$ cat config.mk
export PLATFORM = sky130hd
export DESIGN_NAME = alu_sequencer
export DESIGN_NICKNAME = d
export VERILOG_FILES = /design/src/rtl/alu_sequencer.sv
export SDC_FILE = /design/constraint.sdc
export NUM_CORES = 1
export LEC_CHECK = 0
export BUFFER_PORTS_ARGS = -buffer_cell sky130_fd_sc_hd__buf_2
export CORE_MARGIN = 2
export CORE_UTILIZATION = 25
export DETAILED_ROUTE_END_ITERATION = 7
export GPL_ROUTABILITY_DRIVEN = 1
export SYNTH_ARGS = -nofsm -noshare
export SYNTH_HDL_FRONTEND = slang
export SYNTH_SLANG_ARGS = --single-unit
$ cat constraint.sdc
create_clock -name clk -period 2.1 [get_ports clk]
set_clock_uncertainty 0.1 [all_clocks]
set_input_delay 0.105 -clock clk [delete_from_list [all_inputs] [get_ports clk]]
set_output_delay 0.105 -clock clk [all_outputs]
set_load 0.01 [all_outputs]
$ cat src/rtl/alu_sequencer.sv
// Three-state instruction sequencer feeding an external 8-bit combinational ALU.
// It owns the 4x8 register file, the registered ALU inputs and the result handshake.
module alu_sequencer #(
    parameter int CNT_W = 16
) (
    input  logic             clk,
    input  logic             rst_n,
    input  logic             instr_valid,
    output logic             instr_ready,
    input  logic [15:0]      instr,
    output logic [7:0]       alu_a,
    output logic [7:0]       alu_b,
    output logic [4:0]       alu_s,
    input  logic [7:0]       alu_f,
    output logic             res_valid,
    input  logic             res_ready,
    output logic [7:0]       res_data,
    output logic [1:0]       res_rd,
    output logic             res_zero,
    output logic             busy,
    output logic [CNT_W-1:0] retired
);

    localparam logic [1:0] IDLE = 2'd0;
    localparam logic [1:0] EXEC = 2'd1;
    localparam logic [1:0] WB   = 2'd2;

    localparam logic [4:0] S_TRANSFER = 5'b11000;
    localparam logic [4:0] S_RESET    = 5'b10000;

    logic [1:0] state;
    logic [7:0] rf [4];
    logic [1:0] rd_q;
    logic       accept;

    logic       is_ldi;
    logic [1:0] ldi_rd;
    logic [7:0] ldi_imm;
    logic [4:0] op_s;
    logic [1:0] op_rd;
    logic [1:0] op_ra;
    logic [1:0] op_rb;

    // Padding fields of both instruction formats carry no information.
    logic unused_instr_bits;
    assign unused_instr_bits = ^{instr[12:8], instr[3:0]};

    assign is_ldi  = instr[15];
    assign ldi_rd  = instr[14:13];
    assign ldi_imm = instr[7:0];
    assign op_s    = instr[14:10];
    assign op_rd   = instr[9:8];
    assign op_ra   = instr[7:6];
    assign op_rb   = instr[5:4];

    assign instr_ready = (state == IDLE);
    assign busy        = (state != IDLE);
    assign accept      = instr_valid && instr_ready;

    always_ff @(posedge clk or negedge rst_n) begin
        if (!rst_n) begin
            state     <= IDLE;
            rd_q      <= 2'd0;
            alu_a     <= 8'd0;
            alu_b     <= 8'd0;
            alu_s     <= S_RESET;
            res_valid <= 1'b0;
            res_data  <= 8'd0;
            res_rd    <= 2'd0;
            res_zero  <= 1'b0;
            retired   <= '0;
            for (int i = 0; i < 4; i++) begin
                rf[i] <= 8'd0;
            end
        end else begin
            case (state)
                IDLE: begin
                    if (accept) begin
                        if (is_ldi) begin
                            rd_q  <= ldi_rd;
                            alu_a <= ldi_imm;
                            alu_b <= 8'd0;
                            alu_s <= S_TRANSFER;
                        end else begin
                            rd_q  <= op_rd;
                            alu_a <= rf[op_ra];
                            alu_b <= rf[op_rb];
                            alu_s <= op_s;
                        end
                        state <= EXEC;
                    end
                end
                EXEC: begin
                    // Write-back is unconditional so the next instruction sees the new value.
                    rf[rd_q]  <= alu_f;
                    res_data  <= alu_f;
                    res_rd    <= rd_q;
                    res_zero  <= (alu_f == 8'd0);
                    res_valid <= 1'b1;
                    state     <= WB;
                end
                WB: begin
                    if (res_ready) begin
                        res_valid <= 1'b0;
                        retired   <= retired + 1'b1;
                        state     <= IDLE;
                    end
                end
                default: begin
                    state <= IDLE;
                end
            endcase
        end
    end

endmodule
==> out/results.md, run 1 <==
| Stage | Quantity | This run |
|---|---|---|
| run status | Run status | finished, final reports clean |
| timing | Actual transition at the worst max-transition pin | 0.504 ns |
| drt | Post-route antenna net violation count | 0 |
| synth | Post-synthesis cell type with the largest combined area | sky130_fd_sc_hd__dfrtp_1 |
| setup path | Data required time of the worst path | 2.22 ns |
| setup path | WP data arrival | 1.97 ns |
| drt | Number of search-and-repair iterations in the first detailed-routing pass | 4 |
| synth | Sequential fraction of the synthesis area | 55.4% |
| setup path | Gate family responsible for the most delay along the worst path | simple AND/OR/NAND/NOR gates |
| global route | Wire length of the first global-routing pass | 15.3 mm |
| power and ir drop | Logic gate share of total power | 31.2% |
| synth | Portion of netlist area occupied by mux cells | 20.5% |
| setup path | Crit Path Category | register to register |
| floorplan | Die Outline Area | 16400 um2 |
| synth | Fraction of post-synthesis cell area in the top cell type by area | 54.8% |
| setup path | Nature of the critical path endpoint | register |
| global route | Antenna violations before repair | 1 |
| timing | Total count of hold-check failures in the final report | 0 |
| setup path | Master of the slowest instance on the critical path | sky130_fd_sc_hd__dfrtp_1 |
| synth | Gate Count Post-Synth | 302 |
| setup path | Total stage count of the critical path | 3 |
| setup path | Crit path buf inv count | 0 |
| setup path | Slowest cell delay on critical path | 0.48 ns |
| clock tree | Post-cts gate resize count | 0 |
| timing | Max Transition Viols Final | 0 |
| synth | Simple logic cell fraction of the synthesized area | 13.3% |
| setup path | Critical register-to-register path endpoint | rf[10]$_DFFE_PN0P_ |
| synth | Number of unique standard cell types used by synthesis | 36 |
| setup path | Setup slack of the worst register-to-register path | 0.25 ns |
| placement | Detail Placement HPWL | 6.92 mm |
| power and ir drop | LEAKAGE | 0.00235 uW |
| clock tree | Clk_lat worst skew | 0.34 ns |
| clock tree | Number of setup buffers added after CTS | 0 |
| setup path | Worst Path Max Fanout | 14 |
| worst hold path | Class of the tightest hold or removal check | input port to register |
| flow run | Total of max-cap violations | 0 |
| drt | Total Wirelength | 9.37 mm |
| drt | Post-detailed-route DRC marker count | 0 |
| floorplan | Rows | 45 |
| layout | Count of filler cells inserted in the layout | 1522 |
| timing | Number of endpoints failing setup at the final stage | 0 |
| clock tree | Number of buffers created by CTS | 9 |
| synth | Dominant combinational cell family by area after synthesis | multiplexers |
| synth | Post-synthesis cell area | 3840 um2 |
| drt | Overall via count from detail_route | 2693 |
| synth | Number of storage elements in the synthesis netlist | 85 |
| floorplan | Top-level port count | 79 |
| global route | Grt total ovfl | 0 |
| power and ir drop | Sw frac | 31.8% |
| power and ir drop | Design internal power | 4810 uW |
| synth | Average instance area after synthesis | 12.7 um2 |
| setup path | Number of cells on the worst reg-to-reg path | 3 |
| power and ir drop | Sequential cell fraction of total power | 41.1% |
| setup path | Startpoint of the most critical register-to-register path | state[1]$_DFFE_PN0P_ |
| floorplan | Total core area | 15100 um2 |
| layout | Most frequent standard cell in the layout excluding fill and tap cells | sky130_fd_sc_hd__dfrtp_1 |
| global route | Via count of the first global-routing pass | 2878 |
| clock tree | Clk Tree Root Cell | sky130_fd_sc_hd__clkbuf_16 |
| timing | RSZ-0062 raised after global routing | no |
| synth | Synth Area in Adders | 0.326% |
| clock tree | Hold bufs inserted after CTS | 20 |
| clock tree | Maximum level of the CTS H-tree | 3 |
| synth | Top cells by area in the synthesized netlist | sky130_fd_sc_hd__dfrtp_1 55%, sky130_fd_sc_hd__mux2_2 9.7%, sky130_fd_sc_hd__mux4_2 8.2% |
| floorplan | Effective utilization at floorplan | 25.4% |
| placement | Routability Congestion | 0.732 |
| global route | Combined global-route utilization of all metal layers | 12.1% |
| setup path | Cell breakdown of the critical path | nand2b_4 -> nor3b_4 -> mux2_2 |
| clock tree | Clk sinks | 85 |
| drt | 1st-iter DRT viols | 203 |
| timing | Final period demand of the worst path | 1.85 ns |
| timing | Share of the cycle needed by the critical path after routing | 88.2% |
| setup path | Worst setup path endpoint | rf[10]$_DFFE_PN0P_ |
| clock tree | Clock buffer depth | 2 |
| power and ir drop | Switching power summed over all nets | 2240 uW |
| clock tree | CTS tree | built |
| drt | Via density | 4.53 |
| setup path | Category of the worst setup path launch point | register |
| layout | Ratio of cells with drive above 1 in the final layout | 38.2% |
| power and ir drop | Maximum VDD drop | 0.000521 V |
| layout | Number of nets in the final layout | 430 |
| power and ir drop | Pwr/cell area | 1410 nW/um2 |
| synth | Share of the synthesized area in compound gates (AO/OA/AOI/OAI) | 4.50% |
| synth | Synthesized-area fraction occupied by xor and xnor cells | 3.42% |
| layout | Layout Area Growth over Synthesis | 30.6% |
| timing | Relative slew slack | 66.4% |
| floorplan | Die Wd | 128 um |
| power and ir drop | Total chip power | 7050 uW |
| drt | Wire per inst | 15.7 um |
| placement | Number of buffers inserted by port buffering | 78 |
| global route | Largest net degree at the start of global routing | 51 |
| layout | Commonest non-fill, non-tap cells in the layout | 84 x sky130_fd_sc_hd__dfrtp_1, 77 x sky130_fd_sc_hd__buf_2, 54 x sky130_fd_sc_hd__nand2_1, 33 x sky130_fd_sc_hd__mux2_2, 20 x sky130_fd_sc_hd__dlygate4sd3_1 |
| power and ir drop | Clock power frac | 27.8% |
| timing | Maximum achievable frequency | 540 MHz |
| clock tree | Clock slew at the register clock pins of the worst setup and hold paths | 0.06 ns |
| setup path | Crit path launch | state[1]$_DFFE_PN0P_ |
| synth | Synthesized net count | 331 |
| floorplan | Die outline height | 128 um |
| timing | Final setup TNS | 0 ns |
| synth | Synth warn | 0 |
[per-stage QoR]
stage	setup slack, ns	hold slack [ns]	std cells	util (%)	instance area [um2]
after floorplan	0.449	-0.291	302	-	3840
after global placement	0.300	-0.00923	558	29.4	4440
after detailed placement	0.244	-0.00496	558	29.4	4440
after CTS	0.228	0.0348	594	33.2	5010
after global routing	0.149	0.0372	594	33.2	5010
final	0.247	0.0191	595	33.2	5010
[Yosys cell counts, drive strengths merged]
cell	count
dfrtp	84
nand2	54
mux2	33
mux4	14
nor2	11
xnor2	11
a21oi	10
buf	10
mux2i	10
a22o	8
nand3	7
o21ai	7
nor3	6
clkbuf	5
inv	4
nand3b	4
nor4	4
xor2	4
nand4	3
a211o	2
nand2b	2
nand4b	2
nor2b	2
and2b	1
and3	1
dfstp	1
ha	1
nor3b	1
[worst min path at each step]
| stage | start | endpoint | slack (ns) | depth (start not counted) |
|---|---|---|---|---|
| floorplan | rst_n | alu_a[0]$_DFFE_PN0P_ | -0.29 | 0 |
| global placement | rst_n | retired[8]$_DFFE_PN0P_ | -0.009 | 1 |
| detailed placement | rst_n | retired[8]$_DFFE_PN0P_ | -0.005 | 1 |
| CTS | instr[9] | rd_q[1]$_DFFE_PN0P_ | 0.03 | 3 |
| global route | instr[9] | rd_q[1]$_DFFE_PN0P_ | 0.04 | 3 |
| finish | instr[9] | rd_q[1]$_DFFE_PN0P_ | 0.02 | 3 |
[kinds of logic after synthesis]
kind of cell / Yosys count
AND/OR/NAND/NOR: 98
AO/OA/AOI/OAI: 27
flip-flops: 85
multiplexers: 57
buffers and inverters: 19
XOR/XNOR: 15
adder cells (fa/ha/maj): 1
[state kept, by name, summed over array words and instances, names as in the netlist, 2 cells and up]
register	flops
rd_q	2
res_data	8
alu_a	8
retired	16
rf	32
alu_b	8
state	2
alu_s	5
res_rd	2
[routing by layer]
layer / vias to the layer above / wire [um] / track usage (%)
li1: 1274 / - / -
met1: 1350 / 4170 / 14.9
met2: 60 / 4630 / 20.4
met3: 9 / 456 / 3.55
met4: 0 / 110 / 4.07
met5: - / 0 / 0
[tightest hold or removal path, stage by stage]
cell	delay, ns
sky130_fd_sc_hd__buf_2	0.08
sky130_fd_sc_hd__mux2i_1	0.07
sky130_fd_sc_hd__o21ai_0	0.16
[power by group through the flow]
stage / combinational (uW) / clock [uW] / sequential [uW]
2_1_floorplan: 1390 / 0 / 2890
4_1_cts: 2240 / 1990 / 2900
3_3_place_gp: 2160 / 0 / 2870
5_1_grt: 2440 / 2060 / 3000
6_report: 2200 / 1960 / 2900
3_5_place_dp: 2200 / 0 / 2920
[cell type report]
| cell class | count | area (um2) | area share, % |
|---|---|---|---|
| Clock buffer | 10 | 239 | 4.77 |
| Antenna cell | 1 | 2.50 | 0.0499 |
| Tap cell | 188 | 235 | 4.69 |
| Multi-Input combinational cell | 198 | 1620 | 32.2 |
| Inverter | 4 | 15.0 | 0.300 |
| Clock inverter | 6 | 134 | 2.67 |
| Sequential cell | 85 | 2130 | 42.5 |
| Timing Repair Buffer | 103 | 643 | 12.8 |
Power figures use the tool's default switching activity.
==> run 2, diff against run 1 <==
--- a/config.mk
+++ b/config.mk
@@ -6,6 +6,7 @@
 export NUM_CORES = 1
 export LEC_CHECK = 0
 export BUFFER_PORTS_ARGS = -buffer_cell sky130_fd_sc_hd__buf_2
+export CORE_ASPECT_RATIO = 0.8
 export CORE_MARGIN = 2
 export CORE_UTILIZATION = 25
 export DETAILED_ROUTE_END_ITERATION = 7
==> run 2 against run 1 <==
Via count up 1.4%. Largest cell class unchanged. Worst setup slack worse by 0.0070 ns. Sequential power about the same. Critical path type unchanged. Clock-buffer cell count up 1. Final area down 1.4%. Combinational power about the same. Cell count down 0.17%. First-iteration DRC count down 26%. Power down 3.5%.
==> out/results.md, run 2 (synthesized netlist as in run 1, its figures left out) <==
| Stage | Quantity | This run | Change |
|---|---|---|---|
| setup path | Category of the worst setup path launch point | register |  |
| setup path | Crit path buf inv count | 0 | unchanged |
| floorplan | Effective utilization at floorplan | 25.6% | +0.13 points |
| worst hold path | Origin of the worst min-delay path | instr[3] |  |
| clock tree | Clk sinks | 85 | unchanged |
| floorplan | Top-level port count | 79 | unchanged |
| setup path | Critical register-to-register path endpoint | rf[9]$_DFFE_PN0P_ |  |
| setup path | Gate family responsible for the most delay along the worst path | simple AND/OR/NAND/NOR gates |  |
| setup path | Setup slack of the worst register-to-register path | 0.24 ns | about the same |
| power and ir drop | Sequential cell fraction of total power | 42.8% | +1.7 points |
| worst hold path | Hold-critical path endpoint | alu_a[3]$_DFFE_PN0P_ |  |
| placement | Routability Congestion | 0.771 | +5.4% |
| timing | Share of the cycle needed by the critical path after routing | 88.6% | +0.33 points |
| setup path | Cell breakdown of the critical path | nand2b_4 -> nor3b_4 -> mux2_2 |  |
| drt | Post-detailed-route DRC marker count | 0 | unchanged |
| power and ir drop | Logic gate share of total power | 32.8% | +1.6 points |
| worst hold path | Number of cells on the worst hold path | 3 | unchanged |
| clock tree | Post-cts gate resize count | 0 | unchanged |
| power and ir drop | Design internal power | 4540 uW | -5.7% |
| floorplan | Rows | 40 | -11% |
| floorplan | Total core area | 15000 um2 | -0.50% |
| setup path | Worst Path Max Fanout | 14 | unchanged |
| layout | ANT cells | 0 | -1 |
| setup path | WP data arrival | 1.98 ns | about the same |
| layout | Commonest non-fill, non-tap cells in the layout | 84 x sky130_fd_sc_hd__dfrtp_1, 77 x sky130_fd_sc_hd__buf_2, 54 x sky130_fd_sc_hd__nand2_1, 33 x sky130_fd_sc_hd__mux2_2, 18 x sky130_fd_sc_hd__dlygate4sd3_1 |  |
| floorplan | Die Wd | 143 um | +11% |
| layout | Register Area | 2130 um2 | unchanged |
| clock tree | Number of setup buffers added after CTS | 0 | unchanged |
| clock tree | CTS tree | built |  |
| flow run | Total of max-cap violations | 0 | unchanged |
| power and ir drop | Pwr/cell area | 1380 nW/um2 | -2.1% |
| layout | Largest regs | rf x32, retired x16 |  |
| global route | Largest net degree at the start of global routing | 49 | -3.9% |
| timing | Number of endpoints failing setup at the final stage | 0 | unchanged |
| clock tree | Clk_lat worst skew | 0.34 ns | about the same |
| drt | Total Wirelength | 9.86 mm | +5.3% |
| run status | Run status | finished, final reports clean |  |
| timing | Final period demand of the worst path | 1.86 ns | +0.00702 ns |
| drt | 1st-iter DRT viols | 151 | -26% |
| timing | Relative slew slack | 65.4% | -0.99 points |
| global route | Via count of the first global-routing pass | 2792 | -3.0% |
| layout | Max reg flops | 32 | unchanged |
| layout | Multi-input logic area | 1620 um2 | unchanged |
| global route | Wire length of the first global-routing pass | 15.6 mm | +1.9% |
| timing | RSZ-0062 raised after global routing | no |  |
| floorplan | Die outline height | 115 um | -10% |
| clock tree | Maximum level of the CTS H-tree | 3 | unchanged |
| floorplan | Die Outline Area | 16400 um2 | about the same |
| placement | Number of placed instances with taps included | 561 | +0.54% |
| layout | Layout Area Growth over Synthesis | 28.7% |  |
| setup path | Crit Path Category | register to register |  |
| power and ir drop | Maximum VDD drop | 0.000449 V | -14% |
| setup path | Nature of the critical path endpoint | register |  |
| timing | Max Transition Viols Final | 0 | unchanged |
| drt | Wire per inst | 16.6 um | +5.5% |
| layout | Most frequent standard cell in the layout excluding fill and tap cells | sky130_fd_sc_hd__dfrtp_1 |  |
| timing | Total count of hold-check failures in the final report | 0 | unchanged |
| global route | Antenna violations before repair | 0 | -1 |
| drt | Post-route antenna net violation count | 0 | unchanged |
| layout | Number of nets in the final layout | 430 | unchanged |
| power and ir drop | Clock power frac | 24.5% | -3.3 points |
| setup path | Number of cells on the worst reg-to-reg path | 3 | unchanged |
| clock tree | Clock slew at the register clock pins of the worst setup and hold paths | 0.06 ns | about the same |
| power and ir drop | Sw frac | 33.3% | +1.5 points |
| setup path | Slowest cell delay on critical path | 0.49 ns | about the same |
| timing | Final setup TNS | 0 ns | unchanged |
| placement | Number of buffers inserted by port buffering | 78 | unchanged |
| layout | Finished Core Util | 32.9% | -0.32 points |
| setup path | Data required time of the worst path | 2.22 ns | about the same |
| layout | Top register by number of flip-flops | rf |  |
| worst hold path | Class of the tightest hold or removal check | input port to register |  |
| clock tree | Clock buffer depth | 2 | unchanged |
| global route | Combined global-route utilization of all metal layers | 12.7% | +0.58 points |
| power and ir drop | LEAKAGE | 0.00232 uW | -1.4% |
| power and ir drop | Switching power summed over all nets | 2270 uW | +1.1% |
| layout | Ratio of cells with drive above 1 in the final layout | 38.0% | -0.15 points |
| clock tree | Clk Tree Root Cell | sky130_fd_sc_hd__clkbuf_16 |  |
| drt | Via density | 4.60 | +1.6% |
| timing | Maximum achievable frequency | 538 MHz | -0.38% |
| power and ir drop | Total chip power | 6800 uW | -3.5% |
| layout | Final std cells w/o fill | 594 | -0.17% |
| layout | Count of filler cells inserted in the layout | 1503 | -1.2% |
| placement | Detail Placement HPWL | 7.11 mm | +2.7% |
| clock tree | Number of buffers created by CTS | 9 | unchanged |
| global route | Grt total ovfl | 0 | unchanged |
| drt | Number of search-and-repair iterations in the first detailed-routing pass | 4 | unchanged |
| timing | Actual transition at the worst max-transition pin | 0.519 ns | +0.0154 ns |
| setup path | Startpoint of the most critical register-to-register path | state[1]$_DFFE_PN0P_ |  |
| setup path | Master of the slowest instance on the critical path | sky130_fd_sc_hd__dfrtp_1 |  |
| drt | Overall via count from detail_route | 2732 | +1.4% |
[run 2: per-layer routing]
metal / up-vias / routed length [um] / GRT usage, %
met4: 0 / 156 / 4.49
met2: 84 / 4420 / 19.8
met5: - / 0 / 0
li1: 1263 / - / -
met1: 1369 / 4830 / 17.3
met3: 16 / 462 / 3.12
[run 2: worst min-delay path, delay by kind of cell]
kind                   cells  cell delay, ns
AOI/OAI and AO/OA          1            0.14
buffers and inverters      1            0.08
muxes                      1            0.06
[run 2: layout make-up]
class / instances / share of cell area (%)
Sequential cell: 85 / 43.1
Multi-Input combinational cell: 198 / 32.7
Timing Repair Buffer: 103 / 12.9
Tap cell: 189 / 4.79
Clock buffer: 11 / 4.71
Clock inverter: 4 / 1.49
Inverter: 4 / 0.304
[run 2: repair_timing]
action,CTS,global route
setup endpoints to repair,0,0
hold endpoints to repair,67,0
hold buffers,18,0
[run 2: how the worst max path moves through the flow]
stage | startpoint | depth (start not counted) | endpoint | slack, ns
CTS | state[1]$_DFFE_PN0P_ | 3 | rf[9]$_DFFE_PN0P_ | 0.23
finish | state[1]$_DFFE_PN0P_ | 3 | rf[9]$_DFFE_PN0P_ | 0.24
global route | state[1]$_DFFE_PN0P_ | 3 | rf[15]$_DFFE_PN0P_ | 0.15
detailed placement | state[1]$_DFFE_PN0P_ | 3 | rf[9]$_DFFE_PN0P_ | 0.25
global placement | state[1]$_DFFE_PN0P_ | 3 | rf[13]$_DFFE_PN0P_ | 0.30
floorplan | state[1]$_DFFE_PN0P_ | 5 | rf[10]$_DFFE_PN0P_ | 0.45
[run 2: power groups by stage]
| stage | Clock (uW) | Sequential (uW) | Combinational [uW] |
|---|---|---|---|
| after detailed placement | 0 | 2930 | 2240 |
| after global routing | 1780 | 3010 | 2470 |
| after floorplan | 0 | 2890 | 1390 |
| after CTS | 1710 | 2910 | 2270 |
| after global placement | 0 | 2880 | 2180 |
| final | 1660 | 2910 | 2230 |
[run 2: metrics by stage]
step / setup slack [ns] / hold WS (ns) / cell area, um2
5_1_grt: 0.147 / 0.0388 / 4940
4_1_cts: 0.232 / 0.00463 / 4940
2_1_floorplan: 0.449 / -0.291 / 3840
6_report: 0.240 / 0.00925 / 4940
3_5_place_dp: 0.248 / 0.0238 / 4450
3_3_place_gp: 0.296 / 0.00707 / 4450
==> run 3, diff against run 2 <==
--- a/config.mk
+++ b/config.mk
@@ -11,6 +11,7 @@
 export CORE_UTILIZATION = 25
 export DETAILED_ROUTE_END_ITERATION = 7
 export GPL_ROUTABILITY_DRIVEN = 1
+export RECOVER_POWER = 25
 export SYNTH_ARGS = -nofsm -noshare
 export SYNTH_HDL_FRONTEND = slang
 export SYNTH_SLANG_ARGS = --single-unit
==> run 3 against run 2 <==
Maximum frequency up 0.10%. Clock-buffer cell count is the same. Routed wire length about the same. Critical path type unchanged. Highest routed layer unchanged.
==> out/results.md, run 3 (synthesized netlist as in run 1, its figures left out) <==
| Stage | Quantity | This run | Change |
|---|---|---|---|
| timing | Final Hold Slack | 0.00810 ns | -0.00115 ns |
| layout | Top register by number of flip-flops | rf |  |
| clock tree | Clock slew at the register clock pins of the worst setup and hold paths | 0.06 ns | about the same |
| placement | Routability Congestion | 0.771 | unchanged |
| layout | Cell area after layout | 4910 um2 | -0.51% |
| clock tree | CTS tree | built |  |
| floorplan | Die outline height | 115 um | unchanged |
| setup path | Worst Path Max Fanout | 14 | unchanged |
| global route | Combined global-route utilization of all metal layers | 12.7% | unchanged |
| clock tree | Number of buffers created by CTS | 9 | unchanged |
| timing | Total count of hold-check failures in the final report | 0 | unchanged |
| floorplan | Effective utilization at floorplan | 25.6% | unchanged |
| setup path | Data required time of the worst path | 2.22 ns | about the same |
| layout | Commonest non-fill, non-tap cells in the layout | 84 x sky130_fd_sc_hd__dfrtp_1, 59 x sky130_fd_sc_hd__buf_2, 54 x sky130_fd_sc_hd__nand2_1, 33 x sky130_fd_sc_hd__mux2_2, 20 x sky130_fd_sc_hd__clkbuf_1 |  |
| layout | Number of nets in the final layout | 430 | unchanged |
| clock tree | Clk_lat worst skew | 0.34 ns | about the same |
| timing | Max Transition Viols Final | 0 | unchanged |
| floorplan | Rows | 40 | unchanged |
| setup path | Nature of the critical path endpoint | register |  |
| setup path | Crit path launch | state[1]$_DFFE_PN0P_ |  |
| floorplan | Total core area | 15000 um2 | unchanged |
| timing | Final period demand of the worst path | 1.86 ns | -0.00192 ns |
| global route | Largest net degree at the start of global routing | 49 | unchanged |
| placement | Detail Placement HPWL | 7.11 mm | unchanged |
| drt | Post-detailed-route DRC marker count | 0 | unchanged |
| drt | Overall via count from detail_route | 2728 | -0.15% |
| drt | 1st-iter DRT viols | 161 | +6.6% |
| drt | Highest signal layer in the routed design | met4 |  |
| global route | Wire length of the first global-routing pass | 15.6 mm | unchanged |
| global route | Antenna violations before repair | 0 | unchanged |
| run status | Run status | finished, final reports clean |  |
| layout | Most frequent standard cell in the layout excluding fill and tap cells | sky130_fd_sc_hd__dfrtp_1 |  |
| worst hold path | Class of the tightest hold or removal check | input port to register |  |
| setup path | Setup slack of the worst register-to-register path | 0.24 ns | about the same |
| clock tree | Clk Tree Root Cell | sky130_fd_sc_hd__clkbuf_16 |  |
| drt | Wire length on met2 | 4.43 mm | +0.29% |
| drt | Via density | 4.59 | -0.15% |
| placement | Number of buffers inserted by port buffering | 78 | unchanged |
| global route | Via count of the first global-routing pass | 2792 | unchanged |
| clock tree | Clock buffer depth | 2 | unchanged |
| clock tree | Maximum level of the CTS H-tree | 3 | unchanged |
| layout | Max reg flops | 32 | unchanged |
| placement | Cell Area, Placed | 4450 um2 | unchanged |
| layout | Layout Area Growth over Synthesis | 28.0% |  |
| flow run | Total of max-cap violations | 0 | unchanged |
| drt | Total Wirelength | 9.86 mm | about the same |
| floorplan | Top-level port count | 79 | unchanged |
| power and ir drop | LEAKAGE | 0.00226 uW | -2.6% |
| setup path | Category of the worst setup path launch point | register |  |
| drt | Number of search-and-repair iterations in the first detailed-routing pass | 4 | unchanged |
| timing | Actual transition at the worst max-transition pin | 1.00 ns | +0.485 ns |
| layout | Largest regs | rf x32, retired x16 |  |
| floorplan | Die Outline Area | 16400 um2 | unchanged |
| setup path | WP data arrival | 1.98 ns | about the same |
| setup path | Worst setup path endpoint | rf[9]$_DFFE_PN0P_ |  |
| setup path | Critical register-to-register path endpoint | rf[9]$_DFFE_PN0P_ |  |
| timing | Final setup TNS | 0 ns | unchanged |
| power and ir drop | Total chip power | 6760 uW | -0.64% |
| power and ir drop | Maximum VDD drop | 0.000450 V | +0.30% |
| drt | M1 wire length | 4.77 mm | -1.2% |
| clock tree | Clk sinks | 85 | unchanged |
| timing | Share of the cycle needed by the critical path after routing | 88.5% | -0.091 points |
| drt | WL met3 | 504 um | +9.1% |
| setup path | Crit Path Category | register to register |  |
| power and ir drop | Pwr/cell area | 1370 nW/um2 | -0.14% |
| layout | Count of filler cells inserted in the layout | 1509 | +0.40% |
| layout | ANT cells | 0 | unchanged |
| floorplan | Die Wd | 143 um | unchanged |
| drt | Post-route antenna net violation count | 0 | unchanged |
| drt | Wire per inst | 16.6 um | about the same |
| setup path | Startpoint of the most critical register-to-register path | state[1]$_DFFE_PN0P_ |  |
| worst hold path | Number of cells on the worst hold path | 3 | unchanged |
| timing | Number of endpoints failing setup at the final stage | 0 | unchanged |
| layout | Ratio of cells with drive above 1 in the final layout | 33.6% | -4.4 points |
| setup path | Number of cells on the worst reg-to-reg path | 3 | unchanged |
| timing | Maximum achievable frequency | 538 MHz | +0.10% |
| global route | Grt total ovfl | 0 | unchanged |
| timing | Relative slew slack | 33.1% | -32 points |
| timing | RSZ-0062 raised after global routing | no |  |
[run 3: cell count changes in the layout (fill, tap and decap cells not counted)]
cell                       before  now
sky130_fd_sc_hd__clkbuf_2       0    1
sky130_fd_sc_hd__buf_4          7    6
sky130_fd_sc_hd__clkbuf_1       2   20
sky130_fd_sc_hd__buf_2         77   59
[run 3: report_power, final]
part / total (uW) / internal, uW / switching (uW)
clock network: 1660 / 1040 / 624
registers: 2910 / 2340 / 568
logic: 2190 / 1110 / 1070
[run 3: critical path, cell delays in order, from the launching register on]
cell	delay, ns
sky130_fd_sc_hd__dfrtp_1	0.48
sky130_fd_sc_hd__nand2b_4	0.29
sky130_fd_sc_hd__nor3b_4	0.47
sky130_fd_sc_hd__mux2_2	0.40
[run 3: metal layers]
layer	up-vias	GRT usage (%)
met1	1368	17.3
met3	16	3.12
met4	0	4.49
met2	82	19.8
li1	1262	-
met5	-	0
[run 3: through the flow]
step / instances / util [%] / setup slack, ns
6_report: 594 / 32.7 / 0.242
5_1_grt: 594 / 32.7 / 0.147
4_1_cts: 594 / 32.9 / 0.232
3_5_place_dp: 561 / 29.7 / 0.248
3_3_place_gp: 561 / 29.7 / 0.296
2_1_floorplan: 302 / - / 0.449
[run 3: worst min path at each step]
stage,startpoint,endpoint,slack (ns)
4_1_cts,instr[3],alu_a[3]$_DFFE_PN0P_,0.005
2_1_floorplan,rst_n,alu_a[0]$_DFFE_PN0P_,-0.29
3_3_place_gp,rst_n,retired[8]$_DFFE_PN0P_,0.007
6_report,instr[3],alu_a[3]$_DFFE_PN0P_,0.008
3_5_place_dp,rst_n,retired[7]$_DFFE_PN0P_,0.02
5_1_grt,instr[2],alu_a[2]$_DFFE_PN0P_,0.04
[run 3: cell type report]
type / count / area [um2] / area share (%)
Tap cell: 189 / 236 / 4.81
Inverter: 4 / 15.0 / 0.305
Clock buffer: 11 / 233 / 4.74
Multi-Input combinational cell: 198 / 1620 / 32.9
Clock inverter: 4 / 73.8 / 1.50
Timing Repair Buffer: 103 / 613 / 12.5
Sequential cell: 85 / 2130 / 43.3
[run 3: timing repair]
action	4_1_cts	5_1_grt
resized for setup	0	0
hold buffers	18	0
buffers inserted	0	0
endpoints found under the setup margin	0	0
hold endpoints to repair	67	0
